--- src/rtl/pc_seq_pkg.sv ---
// pc_seq_pkg: shared widths, boot address, FSM encoding and trap cause codes for the next-PC sequencer
package pc_seq_pkg;
  localparam int CFG_XLEN = 32;
  localparam logic [CFG_XLEN-1:0] CFG_RESET_PC = 32'h8000_0000;
  localparam int CFG_ILEN_BYTES = 4;
  typedef enum logic [2:0] {
    S_FETCH    = 3'd0,
    S_WAIT_RSP = 3'd1,
    S_EXEC     = 3'd2,
    S_COMMIT   = 3'd3,
    S_HALT     = 3'd4
  } state_t;
  localparam int CAUSE_INST_MISALIGNED   = 0;
  localparam int CAUSE_INST_ACCESS_FAULT = 1;
endpackage

--- src/rtl/pc_seq_next_sel.sv ---
// pc_next_sel: priority mux for the next PC plus redirect-misalignment trap detection
//   i_pc            current PC
//   i_redirect/i_target  taken branch/jump and its target
//   i_trap/i_cause  execute-stage trap and its cause
//   i_mret          mret return
//   i_mtvec/i_mepc  trap vector base and mret return address
//   o_vec           word-aligned trap vector
//   o_next          selected next PC
//   o_trap/o_cause  trap request and its cause
module pc_next_sel
  import pc_seq_pkg::*;
#(
  parameter int XLEN       = CFG_XLEN,
  parameter int ILEN_BYTES = CFG_ILEN_BYTES
) (
  input  logic [XLEN-1:0] i_pc,
  input  logic            i_redirect,
  input  logic [XLEN-1:0] i_target,
  input  logic            i_trap,
  input  logic [XLEN-1:0] i_cause,
  input  logic            i_mret,
  input  logic [XLEN-1:0] i_mtvec,
  input  logic [XLEN-1:0] i_mepc,
  output logic [XLEN-1:0] o_vec,
  output logic [XLEN-1:0] o_next,
  output logic            o_trap,
  output logic [XLEN-1:0] o_cause
);
  localparam logic [XLEN-1:0] ALIGN_MASK = {{(XLEN-2){1'b1}}, 2'b00};
  logic w_mis;
  always_comb begin
    w_mis   = i_redirect & (i_target[1:0] != 2'b00);
    o_vec   = i_mtvec & ALIGN_MASK;
    o_next  = i_trap ? o_vec : i_mret ? i_mepc : w_mis ? o_vec :
              i_redirect ? i_target : i_pc + XLEN'(ILEN_BYTES);
    // mret outranks a misaligned redirect, so it suppresses that trap
    o_trap  = i_trap | (~i_mret & w_mis);
    o_cause = i_trap ? i_cause : XLEN'(CAUSE_INST_MISALIGNED);
  end
endmodule

--- src/rtl/pc_seq.sv ---
// pc_seq: multi-cycle next-PC sequencer running fetch handshake, execute wait and one PC commit per instruction
//   clk/rst                 core clock, async active-high reset
//   pc_cur/pc_next/pc_w_en  PC register read value, next value and write pulse
//   if_req_*/if_addr        fetch request handshake and address
//   if_rsp_*                fetch response, access fault and data
//   inst/inst_valid         latched instruction and its one-cycle new pulse
//   exu_*                   execute completion, redirect, trap, mret and halt
//   csr_mtvec/csr_mepc      trap vector base and mret return address
//   trap_*                  CSR trap write pulse, faulting PC and cause
//   halted                  sticky halt
module pc_seq
  import pc_seq_pkg::*;
#(
  parameter int XLEN       = CFG_XLEN,
  parameter int ILEN_BYTES = CFG_ILEN_BYTES
) (
  input  logic            clk,
  input  logic            rst,
  input  logic [XLEN-1:0] pc_cur,
  output logic [XLEN-1:0] pc_next,
  output logic            pc_w_en,
  output logic            if_req_valid,
  input  logic            if_req_ready,
  output logic [XLEN-1:0] if_addr,
  input  logic            if_rsp_valid,
  input  logic            if_rsp_err,
  input  logic [XLEN-1:0] if_rsp_data,
  output logic [XLEN-1:0] inst,
  output logic            inst_valid,
  input  logic            exu_done,
  input  logic            exu_redirect,
  input  logic [XLEN-1:0] exu_target,
  input  logic            exu_trap,
  input  logic [XLEN-1:0] exu_cause,
  input  logic            exu_mret,
  input  logic            exu_halt,
  input  logic [XLEN-1:0] csr_mtvec,
  input  logic [XLEN-1:0] csr_mepc,
  output logic            trap_valid,
  output logic [XLEN-1:0] trap_epc,
  output logic [XLEN-1:0] trap_cause,
  output logic            halted
);
  state_t r_state, w_nxt;
  logic [XLEN-1:0] r_pc_next, r_inst, r_epc, r_cause;
  logic r_inst_valid, r_trap;
  logic [XLEN-1:0] w_vec, w_sel_next, w_sel_cause;
  logic w_sel_trap, w_rsp, w_done;
  pc_next_sel #(.XLEN(XLEN), .ILEN_BYTES(ILEN_BYTES)) u_sel (
    .i_pc       (pc_cur),
    .i_redirect (exu_redirect),
    .i_target   (exu_target),
    .i_trap     (exu_trap),
    .i_cause    (exu_cause),
    .i_mret     (exu_mret),
    .i_mtvec    (csr_mtvec),
    .i_mepc     (csr_mepc),
    .o_vec      (w_vec),
    .o_next     (w_sel_next),
    .o_trap     (w_sel_trap),
    .o_cause    (w_sel_cause)
  );
  always_ff @(posedge clk or posedge rst)
    if (rst) r_state <= S_FETCH;
    else r_state <= w_nxt;
  always_comb begin
    w_nxt = r_state;
    case (r_state)
      S_FETCH:    w_nxt = if_req_ready ? S_WAIT_RSP : S_FETCH;
      S_WAIT_RSP: w_nxt = !if_rsp_valid ? S_WAIT_RSP : if_rsp_err ? S_COMMIT : S_EXEC;
      S_EXEC:     w_nxt = !exu_done ? S_EXEC : exu_halt ? S_HALT : S_COMMIT;
      S_COMMIT:   w_nxt = S_FETCH;
      S_HALT:     w_nxt = S_HALT;
      default:    w_nxt = S_FETCH;
    endcase
    w_rsp        = (r_state == S_WAIT_RSP) & if_rsp_valid;
    w_done       = (r_state == S_EXEC) & exu_done & ~exu_halt;
    if_req_valid = r_state == S_FETCH;
    if_addr      = pc_cur;
    pc_w_en      = r_state == S_COMMIT;
    halted       = r_state == S_HALT;
    // trap details are captured earlier but only reach the CSR unit alongside the commit
    trap_valid   = pc_w_en & r_trap;
    pc_next      = r_pc_next;
    inst         = r_inst;
    inst_valid   = r_inst_valid;
    trap_epc     = r_epc;
    trap_cause   = r_cause;
  end
  always_ff @(posedge clk or posedge rst)
    if (rst) begin
      r_pc_next    <= '0;
      r_inst       <= '0;
      r_inst_valid <= 1'b0;
      r_trap       <= 1'b0;
      r_epc        <= '0;
      r_cause      <= '0;
    end else begin
      r_inst_valid <= w_rsp & ~if_rsp_err;
      if (w_rsp & ~if_rsp_err) r_inst <= if_rsp_data;
      if (w_rsp & if_rsp_err) begin
        r_pc_next <= w_vec;
        r_trap    <= 1'b1;
        r_epc     <= pc_cur;
        r_cause   <= XLEN'(CAUSE_INST_ACCESS_FAULT);
      end else if (w_done) begin
        r_pc_next <= w_sel_next;
        r_trap    <= w_sel_trap;
        r_epc     <= pc_cur;
        r_cause   <= w_sel_cause;
      end
    end
endmodule

--- config.mk ---
export PLATFORM = sky130hd
export DESIGN_NAME = pc_seq
export DESIGN_NICKNAME = d
export VERILOG_FILES = /design/src/rtl/pc_seq_pkg.sv /design/src/rtl/pc_seq_next_sel.sv /design/src/rtl/pc_seq.sv
export SDC_FILE = /design/constraint.sdc
export NUM_CORES = 1
export LEC_CHECK = 0
export CAP_MARGIN = 20
export CORE_AREA = 2 2 144 146
export CTS_CLUSTER_SIZE = 30
export DETAILED_ROUTE_END_ITERATION = 7
export DIE_AREA = 0 0 146 148
export PLACE_DENSITY = 0.81
export SLEW_MARGIN = 20
export SYNTH_ARGS = -nofsm -noshare
export SYNTH_HDL_FRONTEND = slang
export SYNTH_SLANG_ARGS = --single-unit
--- constraint.sdc ---
create_clock -name clk -period 4.7 [get_ports clk]
set_clock_uncertainty 0.1 [all_clocks]
set_input_delay 0.47 -clock clk [delete_from_list [all_inputs] [get_ports clk]]
set_output_delay 0.47 -clock clk [all_outputs]
set_load 0.005 [all_outputs]
==> metrics.cfg <==
[grt]
grt_pass1_wl_um=43200
grtUsageTotal_pct=26.0
grt_pass1_vias=7203
overflow=0
antenna_found_initial=0
grt_max_degree=88

[cts]
cts_tree=yes
cts_setup_buffers=0
cts_root_buf=clkbuf_16
path_clk_slew_ps=70
clock_path_buffers=2
cts_buffers=17
worstSkewPairLatency_ps=420
post_cts_resized=0
cts.sinks=133
cts.hold.buffers_added=0
h-tree-depth=4

[synth]
netlist_area_um2=7000
yosysWarnings=0
synth-main-ff-cell=dfrtp_1
avgSynthCellArea_um2=9.36
yosysUniqueCellTypes=72
synth_nets=951
synth_top_area_share_pct=47.5
synth_cells=748
synthArstFlopShare_pct=100
synth_top_cells_by_area=dfrtp_1 (48%), nand2_1 (7.8%), mux2_2 (5.6%)
synth-edff-count=0
synth_seq_cells=133
yosys.area.top_type=dfrtp_1
seq_area_frac_synth_pct=47.5

[drt]
drcViolationCount=0
num_vias=7230
wl_per_cell_um=21.0
ant_nets=0
avgViaCountPerCell=5.36
routed_wl_um=28300
drt_iter0_drc=449
dr.pass1.iters=5

[setup_path]
arrival_ps=3000
r2r_start=r_state[0]$_DFF_PP0_
reg2reg_slack_ps=1890
reg2reg_to=pc_next[20]$_DFFE_PP0P_
crit_start=r_state[0]$_DFF_PP0_
worstPathCellList=and4bb_2 -> a21oi_2 -> nand2_1 -> buf_4 -> a2111oi_0 -> a21oi_1
critPathMaxStageDelay_ps=720
cp-end-kind=register
cp.required_ps=4880
cp_max_fo=14
crit_type=reg -> reg
critPathLaunchType=register
r2r_cells=6
endpoint=pc_next[20]$_DFFE_PP0P_
critPathSlowestCell=a21oi_2

[sta]
fin_crit_ps=2810
hold_viol=0
timing.final.crit_share_pct=59.9
holdWs_ps=364
max_freq_ghz=0.355
worst_pin_slew_ps=1050
worst_slew_margin_rel_pct=29.9
setup_viol=0
setup_tns_ps=0
slew_viol_final=0
rsz0062_at_grt=no

[hold_path]
hp-class=reg -> reg

[floorplanning]
core_um2=20000
rows=52
ioPinCount=367
start_util_pct=34.9
die_h_um=148
die-area_um2=21600
die_x_um=146

[power_and_ir_drop]
pwr-share-seq_pct=34.5
p_clk_share_pct=23.4
share_comb_of_total_power_pct=42.0
power.switching_mw=1.84
switching_share_pct=32.7
internal_power_mw=3.80
vdd_ir_drop_max_v=0.000222
p_per_area_nw_per_um2=501
leakage_nw=4.62

[finish]
n_antenna_cell=0
final_area_um2=11300
layout-drive-gt1-share_pct=9.81
postLayoutCoreUtil_pct=56.3
instances_no_fill=1350
syn2layout_area_growth_pct=61.0
fin_nets=1270

[status]
status=finished clean

[flow_run]
maxCapViolCount=0

[placement]
place_congestion=0.913
placed_cells=1318
place_area_um2=10700
portBuffers=364
dp_hpwl_um=21000

worst max-delay path: cells and delay by family (launching register included):
kind | cells | cell delay (ps)
AO/OA/AOI/OAI | 3 | 1230
AND/OR/NAND/NOR | 2 | 540
flip-flops | 1 | 530
buffers and inverters | 1 | 270
layer usage:
metal / GRT usage, % / wire length (um)
met3: 6.73 / 2520
met4: 8.25 / 650
met2: 45.1 / 14200
met5: 0 / 0
met1: 31.7 / 11000
power by group through the flow:
| stage | registers (mW) | clock network (mW) | logic [mW] |
|---|---|---|---|
| 6_report | 1.95 | 1.32 | 2.37 |
| 3_5_place_dp | 1.96 | 0 | 2.39 |
| 3_3_place_gp | 1.94 | 0 | 2.34 |
| 5_1_grt | 2.01 | 1.39 | 2.55 |
| 2_1_floorplan | 1.96 | 0 | 0.850 |
| 4_1_cts | 1.95 | 1.34 | 2.39 |
cell type report:
cell class | instances | area (um^2)
fillers | 1779 | 8770
repair buffers | 380 | 3770
flip-flops and latches | 133 | 3330
multi-input cells | 519 | 3190
clock buffers | 17 | 425
well taps | 270 | 338
clock inverters | 15 | 159
inverters | 16 | 65.1
worst min-delay path by stage:
stage	start	end	slack, ps	depth (start not counted)
3_5_place_dp	trap_epc[7]$_DFFE_PP0P_	trap_epc[7]$_DFFE_PP0P_	350	2
3_3_place_gp	trap_epc[10]$_DFFE_PP0P_	trap_epc[10]$_DFFE_PP0P_	350	2
2_1_floorplan	trap_epc[0]$_DFFE_PP0P_	trap_epc[0]$_DFFE_PP0P_	360	2
4_1_cts	trap_epc[7]$_DFFE_PP0P_	trap_epc[7]$_DFFE_PP0P_	370	2
6_report	trap_epc[11]$_DFFE_PP0P_	trap_epc[11]$_DFFE_PP0P_	360	2
5_1_grt	trap_epc[29]$_DFFE_PP0P_	trap_epc[29]$_DFFE_PP0P_	390	2
cells in the mapped netlist (all sizes together), types with 2 or more instances:
library cell	n
nand4bb	2
and3	6
a2111oi	5
dfrtp	133
nand4	10
a32oi	2
nand2	146
xnor2	9
mux2i	7
a211oi	9
nand3	37
and4	2
a22oi	9
or4	4
a31oi	11
o21ai	34
a311oi	3
a221o	3
xor2	10
buf	57
inv	16
nor3	15
o311ai	2
o22ai	10
o221ai	4
a21oi	48
mux2	35
nand2b	2
o211ai	6
nor2	38
o31ai	3
and2	3
or3	3
a21boi	2
a22o	14
clkbuf	23
nor4	6
and4bb	2
per-stage QoR:
step	setup WS [ps]	power, mW
global placement	1560	4.28
global route	1600	5.95
CTS	1910	5.68
floorplan	576	2.81
finish	1890	5.64
detailed placement	1460	4.35
sequential cells by signal, summed over array words and instances, names as in the netlist:
name,flops
inst,32
pc_next,32
trap_cause,32
trap_epc,32
r_state,3
inst_valid,1
r_trap,1
cells by family after synthesis:
family | Yosys count | synth area share, %
buf+inv | 96 | 7.33
xor+xnor | 19 | 2.38
mux | 42 | 6.63
fa+ha+maj | 1 | 0.179
flops | 133 | 47.5
simple gates | 281 | 19.3
compound gates | 176 | 16.6
placed cells by master (no fill, tap or decap), types with 5 or more instances in the layout:
| cell | n |
|---|---|
| a21oi_1 | 47 |
| a22o_1 | 14 |
| clkdlybuf4s50_1 | 363 |
| nor4_1 | 5 |
| mux2i_1 | 7 |
| mux2_2 | 35 |
| and3_1 | 6 |
| nor3_1 | 12 |
| xnor2_1 | 9 |
| nand4_1 | 8 |
| inv_6 | 6 |
| a22oi_1 | 8 |
| nor2_1 | 34 |
| a31oi_1 | 11 |
| o22ai_1 | 9 |
| inv_1 | 15 |
| dfrtp_1 | 133 |
| o211ai_1 | 6 |
| buf_4 | 15 |
| clkbuf_16 | 17 |
| nand2_1 | 146 |
| nand3_1 | 35 |
| o21ai_0 | 31 |
| xor2_1 | 10 |
| a211oi_1 | 9 |
Power figures use the tool's default switching activity.
